<file path="src/rtl/reg_file.sv">
// Integer register file: x1..x31, two combinational read ports, per-register pending-writer scoreboard.
// Define REG_FILE_BYPASS_EN to forward the same-cycle write-back onto the read ports.
module reg_file #(
   parameter int XLEN = 64,
   parameter int SB_W = 2
) (
   input  logic            clk,
   input  logic            rst,
   input  logic [4:0]      write_back_i_rd,
   input  logic [XLEN-1:0] write_back_i_data,
   input  logic            write_back_i_reg_wen,
   input  logic [4:0]      decode_i_rs1,
   input  logic [4:0]      decode_i_rs2,
   output logic [XLEN-1:0] reg_file_o_rs1_data,
   output logic [XLEN-1:0] reg_file_o_rs2_data,
   output logic            reg_file_o_rs1_busy,
   output logic            reg_file_o_rs2_busy,
   input  logic            decode_i_issue_valid,
   input  logic [4:0]      decode_i_issue_rd,
   input  logic            decode_i_issue_reg_wen,
   output logic            reg_file_o_issue_ready,
   output logic            reg_file_o_sb_err
);

   localparam logic [SB_W-1:0] CNT_MAX = '1;
   localparam logic [SB_W-1:0] CNT_ONE = SB_W'(1);

   // Entry 0 is reset and never written, so it stays zero.
   logic [XLEN-1:0] regs_q [0:31];
   logic [SB_W-1:0] cnt_q  [0:31];
   logic [SB_W-1:0] cnt_d  [0:31];
   logic            err_q, err_d;
   logic            wb_vld;
   logic            iss_acc;

   assign wb_vld = write_back_i_reg_wen && (write_back_i_rd != 5'd0);

   // A retiring writer to the same rd frees a slot in the same cycle.
   assign reg_file_o_issue_ready = !((decode_i_issue_rd != 5'd0) &&
                                     (cnt_q[decode_i_issue_rd] == CNT_MAX) &&
                                     !(wb_vld && (write_back_i_rd == decode_i_issue_rd)));

   assign iss_acc = decode_i_issue_valid && decode_i_issue_reg_wen &&
                    (decode_i_issue_rd != 5'd0) && reg_file_o_issue_ready;

   always_comb begin
      err_d    = err_q;
      cnt_d[0] = '0;
      for (int r = 1; r < 32; r++) begin
         cnt_d[r] = cnt_q[r];
         if (iss_acc && (decode_i_issue_rd == 5'(r)) &&
             !(wb_vld && (write_back_i_rd == 5'(r)))) begin
            cnt_d[r] = cnt_q[r] + CNT_ONE;
         end else if (wb_vld && (write_back_i_rd == 5'(r)) &&
                      !(iss_acc && (decode_i_issue_rd == 5'(r)))) begin
            if (cnt_q[r] != '0) begin
               cnt_d[r] = cnt_q[r] - CNT_ONE;
            end else begin
               err_d = 1'b1;
            end
         end
      end
   end

   always_ff @(posedge clk) begin
      if (rst) begin
         for (int r = 0; r < 32; r++) begin
            regs_q[r] <= '0;
            cnt_q[r]  <= '0;
         end
         err_q <= 1'b0;
      end else begin
         if (wb_vld) begin
            regs_q[write_back_i_rd] <= write_back_i_data;
         end
         for (int r = 0; r < 32; r++) begin
            cnt_q[r] <= cnt_d[r];
         end
         err_q <= err_d;
      end
   end

   always_comb begin
      reg_file_o_rs1_data = '0;
      reg_file_o_rs1_busy = 1'b0;
      if (decode_i_rs1 != 5'd0) begin
         reg_file_o_rs1_data = regs_q[decode_i_rs1];
         reg_file_o_rs1_busy = (cnt_q[decode_i_rs1] != '0);
`ifdef REG_FILE_BYPASS_EN
         // The retiring writer no longer counts, so only others keep it busy.
         if (wb_vld && (write_back_i_rd == decode_i_rs1)) begin
            reg_file_o_rs1_data = write_back_i_data;
            reg_file_o_rs1_busy = (cnt_q[decode_i_rs1] > CNT_ONE);
         end
`endif
      end
   end

   always_comb begin
      reg_file_o_rs2_data = '0;
      reg_file_o_rs2_busy = 1'b0;
      if (decode_i_rs2 != 5'd0) begin
         reg_file_o_rs2_data = regs_q[decode_i_rs2];
         reg_file_o_rs2_busy = (cnt_q[decode_i_rs2] != '0);
`ifdef REG_FILE_BYPASS_EN
         if (wb_vld && (write_back_i_rd == decode_i_rs2)) begin
            reg_file_o_rs2_data = write_back_i_data;
            reg_file_o_rs2_busy = (cnt_q[decode_i_rs2] > CNT_ONE);
         end
`endif
      end
   end

   assign reg_file_o_sb_err = err_q;

endmodule

</file>
<file path="config.mk">
export PLATFORM = sky130hd
export DESIGN_NAME = reg_file
export DESIGN_NICKNAME = d
export VERILOG_FILES = /design/src/rtl/reg_file.sv
export SDC_FILE = /design/constraint.sdc
export NUM_CORES = 2
export LEC_CHECK = 0
export ABC_CLOCK_PERIOD_IN_PS = 5000
export CORE_MARGIN = 10
export CORE_UTILIZATION = 63
export CTS_CLUSTER_DIAMETER = 60
export DETAILED_ROUTE_END_ITERATION = 8
export PLACE_DENSITY_LB_ADDON = 0.08
export SLEW_MARGIN = 10
export SYNTH_ARGS = -nofsm -noshare
export SYNTH_HDL_FRONTEND = slang
export SYNTH_SLANG_ARGS = --single-unit
</file>
<file path="constraint.sdc">
create_clock -name clk -period 5 [get_ports clk]
set_input_delay 1.5 -clock clk [delete_from_list [all_inputs] [get_ports clk]]
set_output_delay 1.5 -clock clk [all_outputs]
set_load 0.02 [all_outputs]
</file>
After elaboration in Yosys (flattened, before gate mapping) --
Memories as Yosys holds them, arrays and structs flattened. Cells that the tools add are included.
Cells by class: add/subtract/negate cells 62, equal/unequal tests 64, multiplexer cells 231, bitwise gates (word level) 32, reduce and logical (&&, ||, !) cells 233
Operator list (count):
- 2-bit 2-to-1 mux | 125
- 64-bit 2-to-1 mux | 3
- 5-bit equality test (second input constant) | 32
- 1-bit logical AND | 131
- 1-bit 2-to-1 mux | 102
- 5-bit by 4-bit equality test with 1-bit output (second input constant) | 16
- 2-bit nonzero test | 33
- 1-bit zero test | 64
- 64-bit OR reduction | 1
- 2-bit by 1-bit adder with 2-bit output (second input constant) | 31
- 2-bit by 1-bit subtractor with 2-bit output (second input constant) | 31
- 5-bit by 3-bit equality test with 1-bit output (second input constant) | 8
- 1-bit bitwise OR | 32
- 5-bit by 2-bit equality test with 1-bit output (second input constant) | 4
- 5-bit nonzero test | 4
- 5-bit by 1-bit equality test with 1-bit output (second input constant) | 2
- 5-bit equality test | 1
- 5-bit 2-to-1 mux | 1
- 2-bit equality test (second input constant) | 1
Word-level totals: register bits 1, memory bits (writable) 2112, input port bits 89, output and inout port bits 132, logic and storage cells 625, memories kept 2
Memories:
- regs_q | words 32, width 64, read ports 2, clocked after Yosys merged registers in 0, wr ports 32, line 29 | logic [XLEN-1:0] regs_q [0:31];
- cnt_q | words 32, width 2, read ports 34, clocked after Yosys merged registers in 0, wr ports 32, line 30 | logic [SB_W-1:0] cnt_q [0:31];

Depth between registers and ports, before layout --
word-level depth 102, mapped depth 16, mapped depth without buffers 12

Worst setup path before layout --
Ideal clock, no wire load.
kind input to output, start point in decode_i_rs1[1], end point out reg_file_o_rs1_busy, data arrival time 3.505 ns, required time 3.500 ns, slack -0.005 ns, stages 6, buffers on the path 3, path through clkbuf_1 -> clkbuf_1 -> clkbuf_1 -> mux4_2 -> mux4_2 -> mux2i_1
Between the ends: cells in the longest elaborated chain, start to end 3, elaborated cells on any way between the ends 4, classes of those cells 1 x mux; 2 x reduce/logical; 1 x memory
RTL lines:
- start: declaration | line 12 | input logic [4:0] decode_i_rs1,
- memory read 32 x 2 bit
- 2-bit nonzero test | line 88 | reg_file_o_rs1_busy = (cnt_q[decode_i_rs1] != '0);
- 1-bit 2-to-1 mux (*) | line 86 | if (decode_i_rs1 != 5'd0) begin
- end: declaration | line 16 | output logic reg_file_o_rs1_busy,
Every way passes the cells marked *; elsewhere a longest branch is shown, timed or not.

Worst setup path after layout --
start point in decode_i_rs1[0], end point out reg_file_o_rs1_data[43]
Between the ends: cells in the longest elaborated chain, start to end 2, elaborated cells on any way between the ends 3, classes of those cells 1 x mux; 1 x reduce/logical; 1 x memory
RTL lines:
- memory read 32 x 64 bit / 5-bit nonzero test (equally long branches)
- 64-bit 2-to-1 mux (*) | line 86
- end: declaration | line 14 | output logic [XLEN-1:0] reg_file_o_rs1_data,
Marks and branches as above.

==> flow_metrics.env <==
export IMPL_antenna_found_initial=49
export IMPL_grtUsageTotal_pct=41.3
export IMPL_dp_hpwl_um=233000
export IMPL_cp_end_kind="output pin"
export IMPL_syn_area_um2=114000
export IMPL_finalHoldViolations=0
export IMPL_numCtsBuffers=220
export IMPL_whs_path_depth=2
export IMPL_finalMaxSlewViolations=0
export IMPL_cts_max_path_buffers=3
export IMPL_worstPathRequired_ps=3500
export IMPL_port_buffers=220
export IMPL_synth_cells=7169
export IMPL_rsz0062_at_grt="true"
export IMPL_min_path_type="reg2reg"
export IMPL_finalPower_mw=44.5
export IMPL_drive_gt1_share_pct=36.0
export IMPL_setup_ws_ps=-317
export IMPL_r2r_cells=15
export IMPL_die_area_um2=198000
export IMPL_root_buffer="clkbuf_16"
export IMPL_critPathLaunchType="primary input"
export IMPL_postRouteAntennaNets=0
export IMPL_grt_pass1_vias=77100
export IMPL_synthArstFlopShare_pct=0
export IMPL_p_leak_nw=48.8
export IMPL_start_util_pct=63.2
export IMPL_place_inst=9740
export IMPL_violations="setup timing"
export IMPL_core_area_um2=180000
export IMPL_whs_ps=522
export IMPL_max_slew_margin_pct=22.5
export IMPL_fin_skew_ps=21.3
export IMPL_synth_seq_area_share_pct=55.1
export IMPL_ys_types=49
export IMPL_status="complete, but fails checks"
export IMPL_cap_violations=0
export IMPL_drt_total_wl_um=415000
export IMPL_syn_to_final_growth_pct=21.2
export IMPL_synthDominantCellAreaShare_pct=54.0
export IMPL_finalCritPeriodShare_pct=106
export IMPL_critPathMaxFanout=12
export IMPL_pre_cts_ws_ps=-918
export IMPL_syn_mean_instance_area_um2=15.9
export IMPL_std_cell_rows=156
export IMPL_fillCellCount=10100
export IMPL_cts_tree="built"
export IMPL_critPathKind="in2out"
export IMPL_setup_violations=129
export IMPL_max_freq_mhz=188
export IMPL_ir_drop_mv=0.431
export IMPL_vias_per_cell=7.42
export IMPL_p_per_area_nw_per_um2=322
export IMPL_fin_cells=10500
export IMPL_synth_edff_count=2048
export IMPL_h_tree_depth=4
export IMPL_dieHeight_um=445
export IMPL_via_count=77800
export IMPL_period_minus_slack_ps=5320
export IMPL_yosys_warnings=0
export IMPL_cp_arrival_ps=3820
export IMPL_die_width_um=445
export IMPL_tightestPinTransition_ps=1160
export IMPL_grt_overflow=0
export IMPL_nets=8017
export IMPL_drt_iter0_drc=14400
export IMPL_synth_seq_cells=2111
export IMPL_gp_congestion=0.927
export IMPL_dr_pass1_iters=8
export IMPL_synth_top_area_cell="edfxtp_1"
export IMPL_cts_sinks=2111
export IMPL_grt_max_degree=68
export IMPL_clk_latency_ps=890
export IMPL_path_clk_slew_ps=60
export IMPL_drc=0
export IMPL_wl_per_cell_um=39.6
export IMPL_ios=221
export IMPL_synthTopCellsByArea="edfxtp_1 (54%), mux4_2 (26%), and2_1 (11%)"
export IMPL_grt_pass1_wl_um=573000
export IMPL_ys_flop_type="edfxtp_1"
-- Yosys cell counts (2+ instances only) --
cell type	number
nand2_1	84
nor2b_1	66
and3_1	4
buf_6	10
nor3_2	10
nor3b_1	26
ha_1	62
and2b_1	2
o211ai_1	7
clkbuf_1	549
a41oi_1	2
edfxtp_1	2048
buf_1	17
and2_1	1987
nand2b_1	26
o21ai_0	98
xnor2_1	5
dfxtp_1	63
nand3b_1	17
buf_4	5
a31oi_1	6
or3_1	20
buf_2	159
nor4b_1	7
mux2_2	2
inv_1	39
nor2_1	235
nand3_1	31
or4_1	2
or2_2	14
a21oi_1	67
mux2i_1	134
mux4_2	1302
nor3_1	43
nand4_1	6
-- critical path, stage by stage --
cell and delay [ps]:
buf_16 180, buf_16 180, buf_12 140, buf_16 150, buf_6 120, mux4_2 500, mux4_2 540, mux2i_1 210
nor2_1 80, buf_4 170
-- cell families after synthesis --
kind of cell	share of synthesized area (%)
buf+inv	2.82
compound gates	0.918
xor+xnor	0.0384
other cells	0.00329
flops	55.1
fa+ha+maj	0.681
simple gates	13.5
mux	26.9
-- path summary, 6_finish.rpt --
| kind | start | endpoint | slack (ps) |
|---|---|---|---|
| worst min register to register | cnt_q[28][0] | cnt_q[28][0] | 520 |
| worst min-delay path | cnt_q[28][0] | cnt_q[28][0] | 520 |
| worst max register to register | cnt_q[10][1] | reg_file_o_sb_err | 1450 |
| worst max-delay path | decode_i_rs1[0] | reg_file_o_rs1_data[43] | -320 |
-- placed cells by master (no fill, tap or decap), drive strengths merged, types with 26 or more instances in the layout --
cell | Yosys | routed
nor3b | 26 | 26
clkdlybuf4s50 | 0 | 74
a21oi | 67 | 67
nor2b | 66 | 66
and2 | 1988 | 1988
nand2b | 26 | 26
edfxtp | 2048 | 2048
nor2 | 236 | 236
inv | 39 | 48
diode | 0 | 60
mux4 | 1302 | 1302
clkbuf | 549 | 293
mux2i | 134 | 134
dfxtp | 63 | 63
ha | 62 | 62
conb | 1 | 64
o21ai | 98 | 98
nand3 | 31 | 31
nor3 | 53 | 53
buf | 191 | 1050
clkinv | 0 | 94
nand2 | 84 | 84
-- registers in the layout (all words and copies together), names as in the netlist --
register           cells
cnt_q                 62
reg_file_o_sb_err      1
regs_q              2048
-- stage by stage --
step / cell area (um2) / TNS, ps / utilization [%]
6_report: 138000 / -20890 / 76.6
5_1_grt: 138000 / -22500 / 76.5
4_1_cts: 137000 / -22730 / 75.7
3_5_place_dp: 125000 / -79440 / 69.2
3_3_place_gp: 125000 / -78440 / 69.2
2_1_floorplan: 114000 / 0 / -
-- cell type report --
class	count	area, um2	area share [%]
multi-input cells	4342	49500	35.9
repair buffers	1152	15400	11.2
diodes	60	150	0.109
inverters	39	146	0.106
well taps	2370	2970	2.15
clock inverters	139	1320	0.952
clock buffers	272	5770	4.18
flip-flops and latches	2111	62800	45.5
-- timing repair --
action | CTS | global route
gates resized for setup | 972 | 306
pin swaps | 18 | 37
gates cloned | 55 | 22
hold buffers | 0 | 0
setup buffers | 181 | 81
endpoints found under the setup margin | 131 | 131
-- layer usage --
metal	GRT usage [%]	wire length, um
met1	52.1	128000
met2	62.5	189000
met3	12.2	64600
met5	0	101
met4	27.4	33200
-- power breakdown --
part           leakage [nW]  switching, mW  internal [mW]  total, mW
logic                  25.3           3.62           3.50       7.12
registers              20.0          0.541           20.4       20.9
clock network          3.42           7.24           9.19       16.4
Power figures use the tool's default switching activity.
